--- src/rtl/kgp_pkg.sv ---
// Shared definitions for the fetch sequencer: sequencer state encoding,
// default PC/instruction width, default return-stack depth and the packed
// execute-outcome flags sampled when execute completes.
package kgp_pkg;

  localparam int unsigned KGP_SIZE     = 32;
  localparam int unsigned KGP_RS_DEPTH = 4;

  typedef enum logic [2:0] {
    IDLE   = 3'd0,
    FETCH  = 3'd1,
    DECODE = 3'd2,
    EXEC   = 3'd3,
    UPDATE = 3'd4,
    HALT   = 3'd5
  } seq_state_e;

  // Control-flow outcome reported by execute alongside ex_done
  typedef struct packed {
    logic br_taken;
    logic is_call;
    logic is_ret;
    logic halt_req;
  } ex_flags_t;

endpackage

--- src/rtl/fetch_sequencer_if.sv ---
// Bundle of all sequencer-facing signals (instruction memory, PC, decode and
// execute handshake).
//   master : the fetch sequencer (drives imem_req, instr, strobes, status)
//   slave  : the surrounding core / memory (drives acks, data, exec outcome)
interface fetch_sequencer_if
  import kgp_pkg::*;
#(
  parameter int unsigned size = KGP_SIZE
);

  logic            imem_req;
  logic            imem_ack;
  logic [size-1:0] imem_data;
  logic [size-1:0] pc;
  logic [size-1:0] instr;
  logic            instr_valid;
  logic            ex_done;
  logic            br_taken;
  logic [size-1:0] br_target;
  logic            is_call;
  logic            is_ret;
  logic            halt_req;
  logic            pc_advance;
  logic            pc_load;
  logic [size-1:0] pc_next;
  logic            halted;
  logic            rs_overflow;

  modport master (
    output imem_req, instr, instr_valid, pc_advance, pc_load, pc_next,
           halted, rs_overflow,
    input  imem_ack, imem_data, pc, ex_done, br_taken, br_target,
           is_call, is_ret, halt_req
  );

  modport slave (
    input  imem_req, instr, instr_valid, pc_advance, pc_load, pc_next,
           halted, rs_overflow,
    output imem_ack, imem_data, pc, ex_done, br_taken, br_target,
           is_call, is_ret, halt_req
  );

endinterface

--- src/rtl/return_stack.sv ---
// Circular return-address stack. A push when full overwrites the oldest
// entry; push and pop together replace the top entry.
// Ports:
//   clk, reset     : clock, synchronous active-high reset (clears pointer/count)
//   push_i, pop_i  : push push_data_i / pop top entry (pop ignored when empty)
//   push_data_i    : value to push
//   data_c         : current top entry (combinational)
//   empty_c,full_c : occupancy flags (combinational)
module return_stack #(
  parameter int unsigned WIDTH = 32,
  parameter int unsigned DEPTH = 4
) (
  input  logic             clk,
  input  logic             reset,
  input  logic             push_i,
  input  logic             pop_i,
  input  logic [WIDTH-1:0] push_data_i,
  output logic [WIDTH-1:0] data_c,
  output logic             empty_c,
  output logic             full_c
);

  localparam int unsigned PTR_W = (DEPTH > 1) ? $clog2(DEPTH) : 1;
  localparam int unsigned CNT_W = PTR_W + 1;

  logic [WIDTH-1:0] mem_q [DEPTH];
  logic [PTR_W-1:0] wr_ptr_q, wr_ptr_d, top_ptr_c;
  logic [CNT_W-1:0] cnt_q, cnt_d;
  logic             do_pop_c;

  assign top_ptr_c = wr_ptr_q - PTR_W'(1);
  assign data_c    = mem_q[top_ptr_c];
  assign empty_c   = (cnt_q == '0);
  assign full_c    = (cnt_q == CNT_W'(DEPTH));
  assign do_pop_c  = pop_i && !empty_c;

  // Pointer/count update; count saturates at DEPTH as the oldest entry is lost
  always_comb begin
    wr_ptr_d = wr_ptr_q;
    cnt_d    = cnt_q;
    if (push_i && !do_pop_c) begin
      wr_ptr_d = wr_ptr_q + PTR_W'(1);
      if (!full_c) cnt_d = cnt_q + CNT_W'(1);
    end else if (do_pop_c && !push_i) begin
      wr_ptr_d = top_ptr_c;
      cnt_d    = cnt_q - CNT_W'(1);
    end
  end

  always_ff @(posedge clk) begin
    if (reset) begin
      wr_ptr_q <= '0;
      cnt_q    <= '0;
    end else begin
      wr_ptr_q <= wr_ptr_d;
      cnt_q    <= cnt_d;
    end
  end

  // Storage needs no reset: entries are only read while the count covers them
  always_ff @(posedge clk) begin
    if (!reset && push_i) begin
      if (do_pop_c) mem_q[top_ptr_c] <= push_data_i;
      else          mem_q[wr_ptr_q]  <= push_data_i;
    end
  end

endmodule

--- src/rtl/fetch_sequencer.sv ---
// Fetch/decode/execute/update sequencer. Requests a word from instruction
// memory, presents it to decode/execute, then issues a one-cycle PC update
// strobe selecting increment, branch target or popped return address.
// Optional return stack: define KGP_RETURN_STACK_EN to build it; otherwise
// is_call/is_ret are ignored and rs_overflow stays 0.
// Ports:
//   clk, reset : clock, synchronous active-high reset
//   bus        : fetch_sequencer_if.master (imem handshake, pc, instr,
//                execute outcome, pc_advance/pc_load/pc_next, halted,
//                rs_overflow)
module fetch_sequencer
  import kgp_pkg::*;
#(
  parameter int unsigned size     = KGP_SIZE,
  parameter int unsigned RS_DEPTH = KGP_RS_DEPTH
) (
  input logic               clk,
  input logic               reset,
  fetch_sequencer_if.master bus
);

  seq_state_e      state_q, state_d;
  ex_flags_t       flags_c;
  logic            ex_fire_c;
  logic [size-1:0] ret_addr_c;

  logic            imem_req_q,    imem_req_d;
  logic            instr_valid_q, instr_valid_d;
  logic            pc_advance_q,  pc_advance_d;
  logic            pc_load_q,     pc_load_d;
  logic            halted_q,      halted_d;
  logic            rs_overflow_q, rs_overflow_d;
  logic            halt_pend_q,   halt_pend_d;
  logic [size-1:0] instr_q,       instr_d;
  logic [size-1:0] pc_next_q,     pc_next_d;

  logic            ret_hit_c;
  logic            rs_ovf_set_c;
  logic [size-1:0] rs_data_c;

  assign flags_c = '{br_taken: bus.br_taken, is_call: bus.is_call,
                     is_ret: bus.is_ret, halt_req: bus.halt_req};
  assign ex_fire_c  = (state_q == EXEC) && bus.ex_done;
  assign ret_addr_c = bus.pc + size'(1);

`ifdef KGP_RETURN_STACK_EN
  logic rs_push_c, rs_pop_c, rs_empty_c, rs_full_c;

  // Stack is updated on the edge that enters UPDATE, using the ex_done-cycle sample
  assign ret_hit_c    = flags_c.is_ret && !rs_empty_c;
  assign rs_pop_c     = ex_fire_c && ret_hit_c;
  assign rs_push_c    = ex_fire_c && flags_c.is_call && flags_c.br_taken;
  assign rs_ovf_set_c = rs_push_c && rs_full_c && !rs_pop_c;

  return_stack #(
    .WIDTH (size),
    .DEPTH (RS_DEPTH)
  ) u_return_stack (
    .clk         (clk),
    .reset       (reset),
    .push_i      (rs_push_c),
    .pop_i       (rs_pop_c),
    .push_data_i (ret_addr_c),
    .data_c      (rs_data_c),
    .empty_c     (rs_empty_c),
    .full_c      (rs_full_c)
  );
`else
  logic unused_rs;

  assign ret_hit_c    = 1'b0;
  assign rs_ovf_set_c = 1'b0;
  assign rs_data_c    = '0;
  assign unused_rs    = ^{flags_c.is_call, flags_c.is_ret, ret_addr_c, 32'(RS_DEPTH)};
`endif

  // State register
  always_ff @(posedge clk) begin
    if (reset) state_q <= IDLE;
    else       state_q <= state_d;
  end

  // Next-state logic
  always_comb begin
    state_d = state_q;
    case (state_q)
      IDLE:    state_d = FETCH;
      FETCH:   if (bus.imem_ack) state_d = DECODE;
      DECODE:  state_d = EXEC;
      EXEC:    if (bus.ex_done) state_d = UPDATE;
      UPDATE:  state_d = halt_pend_q ? HALT : FETCH;
      HALT:    state_d = HALT;
      default: state_d = IDLE;
    endcase
  end

  // Output logic: next values of the registered outputs, keyed on the state being entered
  always_comb begin
    imem_req_d    = (state_d == FETCH);
    instr_valid_d = (state_d == DECODE) || (state_d == EXEC);
    pc_advance_d  = (state_d == UPDATE);
    halted_d      = (state_d == HALT);
    instr_d       = instr_q;
    pc_load_d     = 1'b0;
    pc_next_d     = '0;
    halt_pend_d   = halt_pend_q;
    rs_overflow_d = rs_overflow_q | rs_ovf_set_c;

    if ((state_q == FETCH) && bus.imem_ack) instr_d = bus.imem_data;

    // Redirect priority: return address, then branch target, else increment
    if (ex_fire_c) begin
      halt_pend_d = flags_c.halt_req;
      if (ret_hit_c) begin
        pc_load_d = 1'b1;
        pc_next_d = rs_data_c;
      end else if (flags_c.br_taken) begin
        pc_load_d = 1'b1;
        pc_next_d = bus.br_target;
      end
    end
  end

  // Output registers
  always_ff @(posedge clk) begin
    if (reset) begin
      imem_req_q    <= 1'b0;
      instr_valid_q <= 1'b0;
      pc_advance_q  <= 1'b0;
      pc_load_q     <= 1'b0;
      halted_q      <= 1'b0;
      rs_overflow_q <= 1'b0;
      halt_pend_q   <= 1'b0;
      instr_q       <= '0;
      pc_next_q     <= '0;
    end else begin
      imem_req_q    <= imem_req_d;
      instr_valid_q <= instr_valid_d;
      pc_advance_q  <= pc_advance_d;
      pc_load_q     <= pc_load_d;
      halted_q      <= halted_d;
      rs_overflow_q <= rs_overflow_d;
      halt_pend_q   <= halt_pend_d;
      instr_q       <= instr_d;
      pc_next_q     <= pc_next_d;
    end
  end

  assign bus.imem_req    = imem_req_q;
  assign bus.instr       = instr_q;
  assign bus.instr_valid = instr_valid_q;
  assign bus.pc_advance  = pc_advance_q;
  assign bus.pc_load     = pc_load_q;
  assign bus.pc_next     = pc_next_q;
  assign bus.halted      = halted_q;
  assign bus.rs_overflow = rs_overflow_q;

endmodule

--- src/flat_wrapper.sv ---
// flat-port wrapper written by rule: the top's interface ports become plain ports
module fetch_sequencer_flat import kgp_pkg::*;
#(
  parameter int unsigned size     = KGP_SIZE,
  parameter int unsigned RS_DEPTH = KGP_RS_DEPTH
)
  (clk, reset, bus_imem_req, bus_instr, bus_instr_valid, bus_pc_advance, bus_pc_load, bus_pc_next, bus_halted, bus_rs_overflow, bus_imem_ack, bus_imem_data, bus_pc, bus_ex_done, bus_br_taken, bus_br_target, bus_is_call, bus_is_ret, bus_halt_req);
  fetch_sequencer_if #(.size(size)) bus_i ();
  input logic clk;
  input logic reset;
  output wire logic [$bits(bus_i.imem_req)-1:0] bus_imem_req;
  output wire logic [$bits(bus_i.instr)-1:0] bus_instr;
  output wire logic [$bits(bus_i.instr_valid)-1:0] bus_instr_valid;
  output wire logic [$bits(bus_i.pc_advance)-1:0] bus_pc_advance;
  output wire logic [$bits(bus_i.pc_load)-1:0] bus_pc_load;
  output wire logic [$bits(bus_i.pc_next)-1:0] bus_pc_next;
  output wire logic [$bits(bus_i.halted)-1:0] bus_halted;
  output wire logic [$bits(bus_i.rs_overflow)-1:0] bus_rs_overflow;
  input wire logic [$bits(bus_i.imem_ack)-1:0] bus_imem_ack;
  input wire logic [$bits(bus_i.imem_data)-1:0] bus_imem_data;
  input wire logic [$bits(bus_i.pc)-1:0] bus_pc;
  input wire logic [$bits(bus_i.ex_done)-1:0] bus_ex_done;
  input wire logic [$bits(bus_i.br_taken)-1:0] bus_br_taken;
  input wire logic [$bits(bus_i.br_target)-1:0] bus_br_target;
  input wire logic [$bits(bus_i.is_call)-1:0] bus_is_call;
  input wire logic [$bits(bus_i.is_ret)-1:0] bus_is_ret;
  input wire logic [$bits(bus_i.halt_req)-1:0] bus_halt_req;
  assign bus_imem_req = bus_i.imem_req;
  assign bus_instr = bus_i.instr;
  assign bus_instr_valid = bus_i.instr_valid;
  assign bus_pc_advance = bus_i.pc_advance;
  assign bus_pc_load = bus_i.pc_load;
  assign bus_pc_next = bus_i.pc_next;
  assign bus_halted = bus_i.halted;
  assign bus_rs_overflow = bus_i.rs_overflow;
  assign bus_i.imem_ack = bus_imem_ack;
  assign bus_i.imem_data = bus_imem_data;
  assign bus_i.pc = bus_pc;
  assign bus_i.ex_done = bus_ex_done;
  assign bus_i.br_taken = bus_br_taken;
  assign bus_i.br_target = bus_br_target;
  assign bus_i.is_call = bus_is_call;
  assign bus_i.is_ret = bus_is_ret;
  assign bus_i.halt_req = bus_halt_req;
  fetch_sequencer #(.size(size), .RS_DEPTH(RS_DEPTH)) u_core (.clk(clk), .reset(reset), .bus(bus_i));
endmodule
--- config.mk ---
export PLATFORM = sky130hd
export DESIGN_NAME = fetch_sequencer_flat
export DESIGN_NICKNAME = d
export VERILOG_FILES = /design/src/rtl/kgp_pkg.sv /design/src/rtl/fetch_sequencer_if.sv /design/src/rtl/return_stack.sv /design/src/rtl/fetch_sequencer.sv /design/src/flat_wrapper.sv
export SDC_FILE = /design/constraint.sdc
export NUM_CORES = 1
export LEC_CHECK = 0
export ABC_AREA = 1
export BUFFER_PORTS_ARGS = -buffer_cell sky130_fd_sc_hd__buf_2
export CAP_MARGIN = 10
export CORE_MARGIN = 2
export CORE_UTILIZATION = 44
export CTS_BUF_LIST = sky130_fd_sc_hd__clkbuf_8
export DETAILED_ROUTE_END_ITERATION = 8
export PLACE_DENSITY = 0.83
export SYNTH_ARGS = -nofsm -noshare
export SYNTH_HDL_FRONTEND = slang
export SYNTH_HIERARCHICAL = 1
export SYNTH_SLANG_ARGS = --single-unit
--- constraint.sdc ---
create_clock -name clk -period 1.7 [get_ports clk]
set_clock_uncertainty 0.05 [all_clocks]
set_input_delay 0.17 -clock clk [delete_from_list [all_inputs] [get_ports clk]]
set_output_delay 0.17 -clock clk [all_outputs]
set_load 0.01 [all_outputs]
### Yosys cells after proc, flatten, opt, wreduce, memory -nomap -nowiden

Index checks and enable logic that the tools add are counted.

* register bits after elaboration: 73

* eq/ne operators: 10
* muxes and demuxes: 5
* bitwise operators: 2
* reduce and logical (&&, ||, !) cells: 6

Operators by type and width (number)
* $pmux W3 S6: 1
* $eq A3 B2 Y1 const B: 4
* $eq A3 B3 Y1 const B: 4
* $mux W3: 3
* $eq A3 B1 Y1 const B: 2
* $logic_not A3 Y1: 1
* $reduce_or A3 Y1: 1
* $logic_and A1 B1 Y1: 2
* $not A1 Y1: 2
* $reduce_or A2 Y1: 1
* $logic_or A1 B1 Y1: 1
* $mux W1: 1

### Depth between registers and ports, before layout

Gate-level depths: netlist (run 1).

* depth in word-level cells: 4
* gate-level depth with buffers: 7
* gate-level depth less buffers: 7

### Worst setup path after synthesis (run 1)

No wires, ideal clock.

* path kind: register to register
* start: register u_core.state_q[2]
* end: register u_core.instr_q[0] (netlist: u_core/bus.instr[0])
* setup time: 116 ps
* arrival: 931 ps
* data required time: 1534 ps
* setup slack: 604 ps
* cell stages (with the launch flop): 7
* buffers on the path: 1
* cell sequence: dfxtp_1 nor2_1 nand2_1 inv_1 buf_4 nor2_1 nor2_1

* longest elaborated chain between the ends: 2

RTL lines
* start: declaration: line fetch_sequencer.sv:22 `seq_state_e state_q, state_d;`
* start signal: assignment: line fetch_sequencer.sv:80 `else state_q <= state_d;`
* $eq A3 B1 Y1: line fetch_sequencer.sv:109 `if ((state_q == FETCH) && bus.imem_ack) instr_d = bus.imem_data;`
* $logic_and A1 B1 Y1: line fetch_sequencer.sv:109
* end signal: assignment: line fetch_sequencer.sv:144 `instr_q <= instr_d;`
* end: declaration: line fetch_sequencer.sv:34 `logic [size-1:0] instr_q, instr_d;`

No other way between the ends.
A chain may end at the register's enable or synchronous reset.

### Final worst setup path (run 1)

* start: register u_core.state_q[1]
* end: register u_core.pc_next_q[14] (netlist: u_core/bus.pc_next[14])

* longest elaborated chain between the ends: 4

RTL lines
* $eq A3 B2 Y1: line fetch_sequencer.sv:43 `assign ex_fire_c = (state_q == EXEC) && bus.ex_done;`
* $logic_and A1 B1 Y1: line fetch_sequencer.sv:43
* $not A1 Y1 (no line)
* $reduce_or A3 Y1 (no line)
* end signal: assignment: line fetch_sequencer.sv:145 `pc_next_q <= pc_next_d;`
* end: declaration: line fetch_sequencer.sv:35 `logic [size-1:0] pc_next_q, pc_next_d;`

No other way between the ends.

==> results of run 1 <==
[power groups by stage]
| stage | combinational, mW | clock, mW | sequential, mW |
|---|---|---|---|
| 2_1_floorplan | 0.159 | 0 | 1.89 |
| 3_3_place_gp | 0.362 | 0 | 1.85 |
| 3_5_place_dp | 0.368 | 0 | 1.85 |
| 4_1_cts | 0.409 | 1.45 | 1.81 |
| 5_1_grt | 0.471 | 1.51 | 1.82 |
| 6_report | 0.414 | 1.41 | 1.81 |
[critical path: cells and delay by family, from the launching register on]
kind                   cells  cell delay [ps]
and+or+nand+nor            5              850
DFF                        1              350
buffers and inverters      1               60
[cells in the final DEF, fill, tap and decap left out]
cell type,instances
clkinv_2,1
o21ai_0,33
dfxtp_1,73
inv_1,40
buf_4,6
clkbuf_8,13
nor2_4,2
bufinv_16,1
nor2_1,92
nor2_2,10
nand2_1,10
buf_2,138
nand3_1,1
nand2_4,1
a21oi_1,1
conb_1,1
dlygate4sd3_1,23
nand4_1,1
nand2_2,1
[area by class of cell]
type / instances / area share [%]
flip-flops and latches: 73 / 41.2
repair buffers: 167 / 27.2
multi-input cells: 153 / 18.9
clock buffers: 13 / 5.04
inverters: 40 / 4.23
well taps: 70 / 2.47
clock inverters: 2 / 0.987
[per-layer routing]
metal,routed length (microns),up-vias,share of wire [%],track usage (%)
li1,-,1158,-,-
met1,2420,1008,41,22.8
met2,2760,124,46,35.8
met3,660,13,11,8.49
met4,125,0,2.1,10.0
met5,0,-,0,0
[path summary, 6_finish.rpt]
| path | start | end | slack [ps] |
|---|---|---|---|
| worst max-delay path | u_core/state_q[1]$_SDFF_PP0_ | u_core/bus.pc_next[14]$_SDFF_PP0_ | 300 |
| worst min-delay path | bus_br_target[6] | u_core/bus.pc_next[6]$_SDFF_PP0_ | 20 |
| worst max register to register | u_core/state_q[1]$_SDFF_PP0_ | u_core/bus.pc_next[14]$_SDFF_PP0_ | 300 |
| worst min register to register | u_core/halt_pend_q$_SDFFE_PP0P_ | u_core/halt_pend_q$_SDFFE_PP0P_ | 420 |
[state kept, by name (all words and copies together) (netlist names)]
name,flops
u_core/bus.instr,32
u_core/bus.pc_next,32
u_core/state_q,3
u_core/bus.halted,1
u_core/bus.imem_req,1
u_core/bus.instr_valid,1
u_core/bus.pc_advance,1
u_core/bus.pc_load,1
u_core/halt_pend_q,1
[stage by stage]
step	hold WS (ps)	power, mW	setup WS (ps)
floorplan	189	2.05	604
detailed placement	339	2.22	368
global placement	332	2.21	428
global route	1.20	3.80	198
CTS	1.01	3.67	278
finish	16.0	3.64	297
[logic make-up after synthesis]
family                 Yosys count  share of synthesized area, %
other                            1                         0.158
AOI/OAI and AO/OA               34                          7.18
DFF                             73                          61.7
and+or+nand+nor                118                          21.0
buffers and inverters           53                          9.98
==> metrics.csv, run 1 <==
metric,value,unit
outcome,"finished, final reports clean",
clk_pin_slew,70,ps
synth_nets,383,
clk_latency,320,ps
yosysWarnings,6,
setup_viol,0,
cp_cell_sequence,inv_1 -> nor2_2 -> nand2_2 -> nor2_4 -> nand2_4 -> nor2_1,
utilization,69.1,%
yosysMostFrequentCell,nor2_1,
critical-path-max-stage-delay,350,ps
hold_viol,0,
postCtsSetupBuffers,0,
initial_core_util,46.1,%
path_class,flop to flop,
dr.pass1.iters,4,
yosys.area.top_type,dfxtp_1,
final_antenna_net_count,0,
cp-end-kind,flop,
hold_class,input pin to flop,
startpoint_type,flop,
place_area,3110,sq um
rsz0062_at_grt,no,
max_freq,713,MHz
rows,26,
viasPerCell,4.45,
synth_top_flop_cell,dfxtp_1,
synthTopCellsByCount,"nor2_1 (92), dfxtp_1 (73), inv_1 (40), o21ai_0 (33)",
io_pins,174,
post_cts_resize_count,0,
cts_num_sinks,73,
fin_setup_tns,0,ps
grt_max_degree,34,
post-place-cells,480,
num-nets-final,548,
syn_avg_cell_area,8.49,sq um
cts_max_level,3,
seq_area,1460,sq um
dieHeight,77.4,microns
synthArstFlopShare,0,%
required,1890,ps
die_x,77.4,microns
synthCells,279,
wl_per_cell,11.5,microns
cts_root_buf,clkbuf_8,
crit_slowest_cell,dfxtp_1,
n_fill_cell,394,
p_switching,0.824,mW
ys_types,16,
dp_hpwl,3770,microns
p_leak,1.96,nW
synthToLayoutAreaGrowth,49.9,%
multi_input_comb_area,671,sq um
swShare,22.7,%
period_minus_slack,1400,ps
clkPwrFrac,38.8,%
overflow,0,
hold_buffers,23,
grt_use_total,21.0,%
intPower,2.81,mW
synth-seq-cells,73,
crit_fanout,33,
fin_crit_sh,82.5,%
vias,2303,
antenna_found_initial,0,
drive_gt1_share,38.6,%
drv_slew,0,
synth_seq_area_share,61.7,%
p_comb_share,11.4,%
core-area,5140,sq um
drv_cap,0,
power_density,1030,nW/um^2
grt_pass1_vias,2297,
design_area,3550,sq um
netlist_area,2370,sq um
ir_drop,0.000624,V
r2r_cells,6,
clockBufferDepth,2,
cp.arrival,1590,ps
cts_tree,built,
antenna_cells,0,
synth_top_area_share,61.7,%
grt_first_pass_wirelength,9960,microns
yosys-top-cells-area,"dfxtp_1 (62%), nor2_1 (15%), o21ai_0 (7.0%)",
port_buffers,138,
die_area,5990,sq um
seqPwrFrac,49.9,%
hold_path_depth,3,
numCtsBuffers,9,
synth_edf_count,0,
drtIter0Drc,110,
instances_no_fill,518,
drt-total-wl,5970,microns
routabilityCongestion,0.713,
drc,0,
Note: power is estimated with default switching activity, not from simulation.
==> run 2: changes to the inputs <==
- CORE_UTILIZATION: 44 -> 41
- PLACE_DENSITY: 0.83 -> 0.78
- clock period: 1.7 -> 1.43 ns (I/O delays scaled with it)
==> metrics.csv, run 2 (synthesis results as in run 1) <==
metric,value,unit,change
outcome,"finished, final reports clean",,
grt_use_total,19.7,%,-1.3 points
ir_drop,0.000764,V,+22%
dp_slack,127,ps,-241 ps
hold_end,u_core/bus.instr[7]$_SDFFE_PP0P_,,
period_minus_slack,1270,ps,-135 ps
final_cell_mix,"buf_2 (138), nor2_1 (92), dfxtp_1 (73)",,
overflow,0,,unchanged
crit_fanout,33,,unchanged
fin_setup_tns,0,ps,unchanged
cp.arrival,1470,ps,-120 ps
drv_cap,0,,unchanged
dr.pass1.iters,4,,unchanged
drive_gt1_share,37.5,%,-1.1 points
drt-total-wl,6230,microns,+4.3%
place_area,3110,sq um,about the same
clk_pin_slew,70,ps,about the same
fin_crit_sh,88.6,%,+6.1 points
utilization,65.4,%,-3.7 points
grt_pass1_vias,2246,,-2.2%
die_x,80.0,microns,+3.4%
num-nets-final,558,,+1.8%
worst_slack,163,ps,-135 ps
io_pins,174,,unchanged
cts_max_level,3,,unchanged
design_area,3620,sq um,+2.0%
post-place-cells,482,,+0.42%
final_antenna_net_count,0,,unchanged
drtIter0Drc,124,,+13%
dieHeight,80.0,microns,+3.4%
die_area,6400,sq um,+6.9%
cp-end-kind,flop,,
drc,0,,unchanged
rrSetupSlack,160,ps,-130 ps
clk_latency,310,ps,about the same
crit_path_start,u_core/state_q[1]$_SDFF_PP0_,,
cts_root_buf,clkbuf_8,,
max_freq,789,MHz,+11%
r2r-end,u_core/bus.pc_next[10]$_SDFF_PP0_,,
reg2reg_from,u_core/state_q[1]$_SDFF_PP0_,,
grt_first_pass_wirelength,9710,microns,-2.6%
power_density,1120,nW/um^2,+9.3%
rsz0062_at_grt,no,,
hold_viol,0,,unchanged
clockBufferDepth,2,,unchanged
rows,27,,+3.8%
required,1630,ps,-260 ps
synthToLayoutAreaGrowth,52.9,%,
drv_slew,0,,unchanged
hold_class,input pin to flop,,
antenna_cells,0,,unchanged
hold_path_depth,3,,unchanged
dp_hpwl,3880,microns,+2.9%
initial_core_util,42.8,%,-3.3 points
p_leak,1.99,nW,+1.3%
cts_num_sinks,73,,unchanged
startpoint_type,flop,,
port_buffers,138,,unchanged
path_class,flop to flop,,
mostFrequentLayoutCell,buf_2,,
instances_no_fill,531,,+2.5%
min_from,bus_imem_data[7],,
viasPerCell,4.33,,-2.7%
antenna_found_initial,0,,unchanged
vias,2297,,-0.26%
cts_tree,built,,
core-area,5540,sq um,+7.8%
setup_viol,0,,unchanged
routabilityCongestion,0.748,,+5.0%
n_fill_cell,448,,+14%
grt_max_degree,34,,unchanged
numCtsBuffers,9,,unchanged
r2r_cells,6,,unchanged
wl_per_cell,11.7,microns,+1.7%
run 2: area by class of cell:
type                            instances  area [sq um]  area share (%)
Inverter                               40           150            4.15
Timing Repair Buffer                  177          1070            29.4
Tap cell                               72          90.1            2.49
Clock inverter                          5          22.5           0.622
Clock buffer                           11           151            4.18
Multi-Input combinational cell        153           679            18.8
Sequential cell                        73          1460            40.4
run 2: through the flow:
stage | hold WS, ps | total power, mW
after floorplan | 162 | 2.43
after global placement | 308 | 2.63
after detailed placement | 312 | 2.65
after CTS | 4.32 | 4.09
after global routing | 23.2 | 4.26
final | 19.6 | 4.06
run 2: repair_timing:
item	in CTS	in global routing
setup buffers	0	0
hold endpoints to repair	33	0
resized for setup	0	1
setup endpoints to repair	0	9
hold buffers	33	0
run 2: worst max-delay path by stage:
| stage | cells after the start | to | slack [ps] |
|---|---|---|---|
| after global routing | 6 | u_core/bus.instr[15]$_SDFFE_PP0P_ | 30 |
| after floorplan | 6 | u_core/bus.instr[0]$_SDFFE_PP0P_ | 330 |
| after CTS | 6 | u_core/bus.pc_next[10]$_SDFF_PP0_ | 120 |
| after global placement | 6 | u_core/bus.pc_next[10]$_SDFF_PP0_ | 170 |
| final | 6 | u_core/bus.pc_next[10]$_SDFF_PP0_ | 160 |
| after detailed placement | 6 | u_core/bus.pc_next[0]$_SDFF_PP0_ | 130 |
run 2: worst max-delay path, stage by stage, from the launching register on:
cell and delay, ps:
dfxtp_1 350, inv_1 60, nor2_2 130, nand2_2 110
nor2_4 160, nand2_8 180, nor2_2 160
run 2: metal layers:
metal  part of all wire [%]  vias up  GRT usage (%)
met3                     10       12           7.58
met1                     40      995           20.3
met2                     48      112           35.3
met5                      0        -              0
li1                       -     1178              -
met4                    1.7        0           8.64
run 2: power by group:
part           internal, mW  total, mW  switching, mW  leakage [nW]
clock network         0.704       1.38          0.676         0.101
logic                 0.259      0.520          0.260          1.29
registers              2.12       2.16         0.0379         0.594
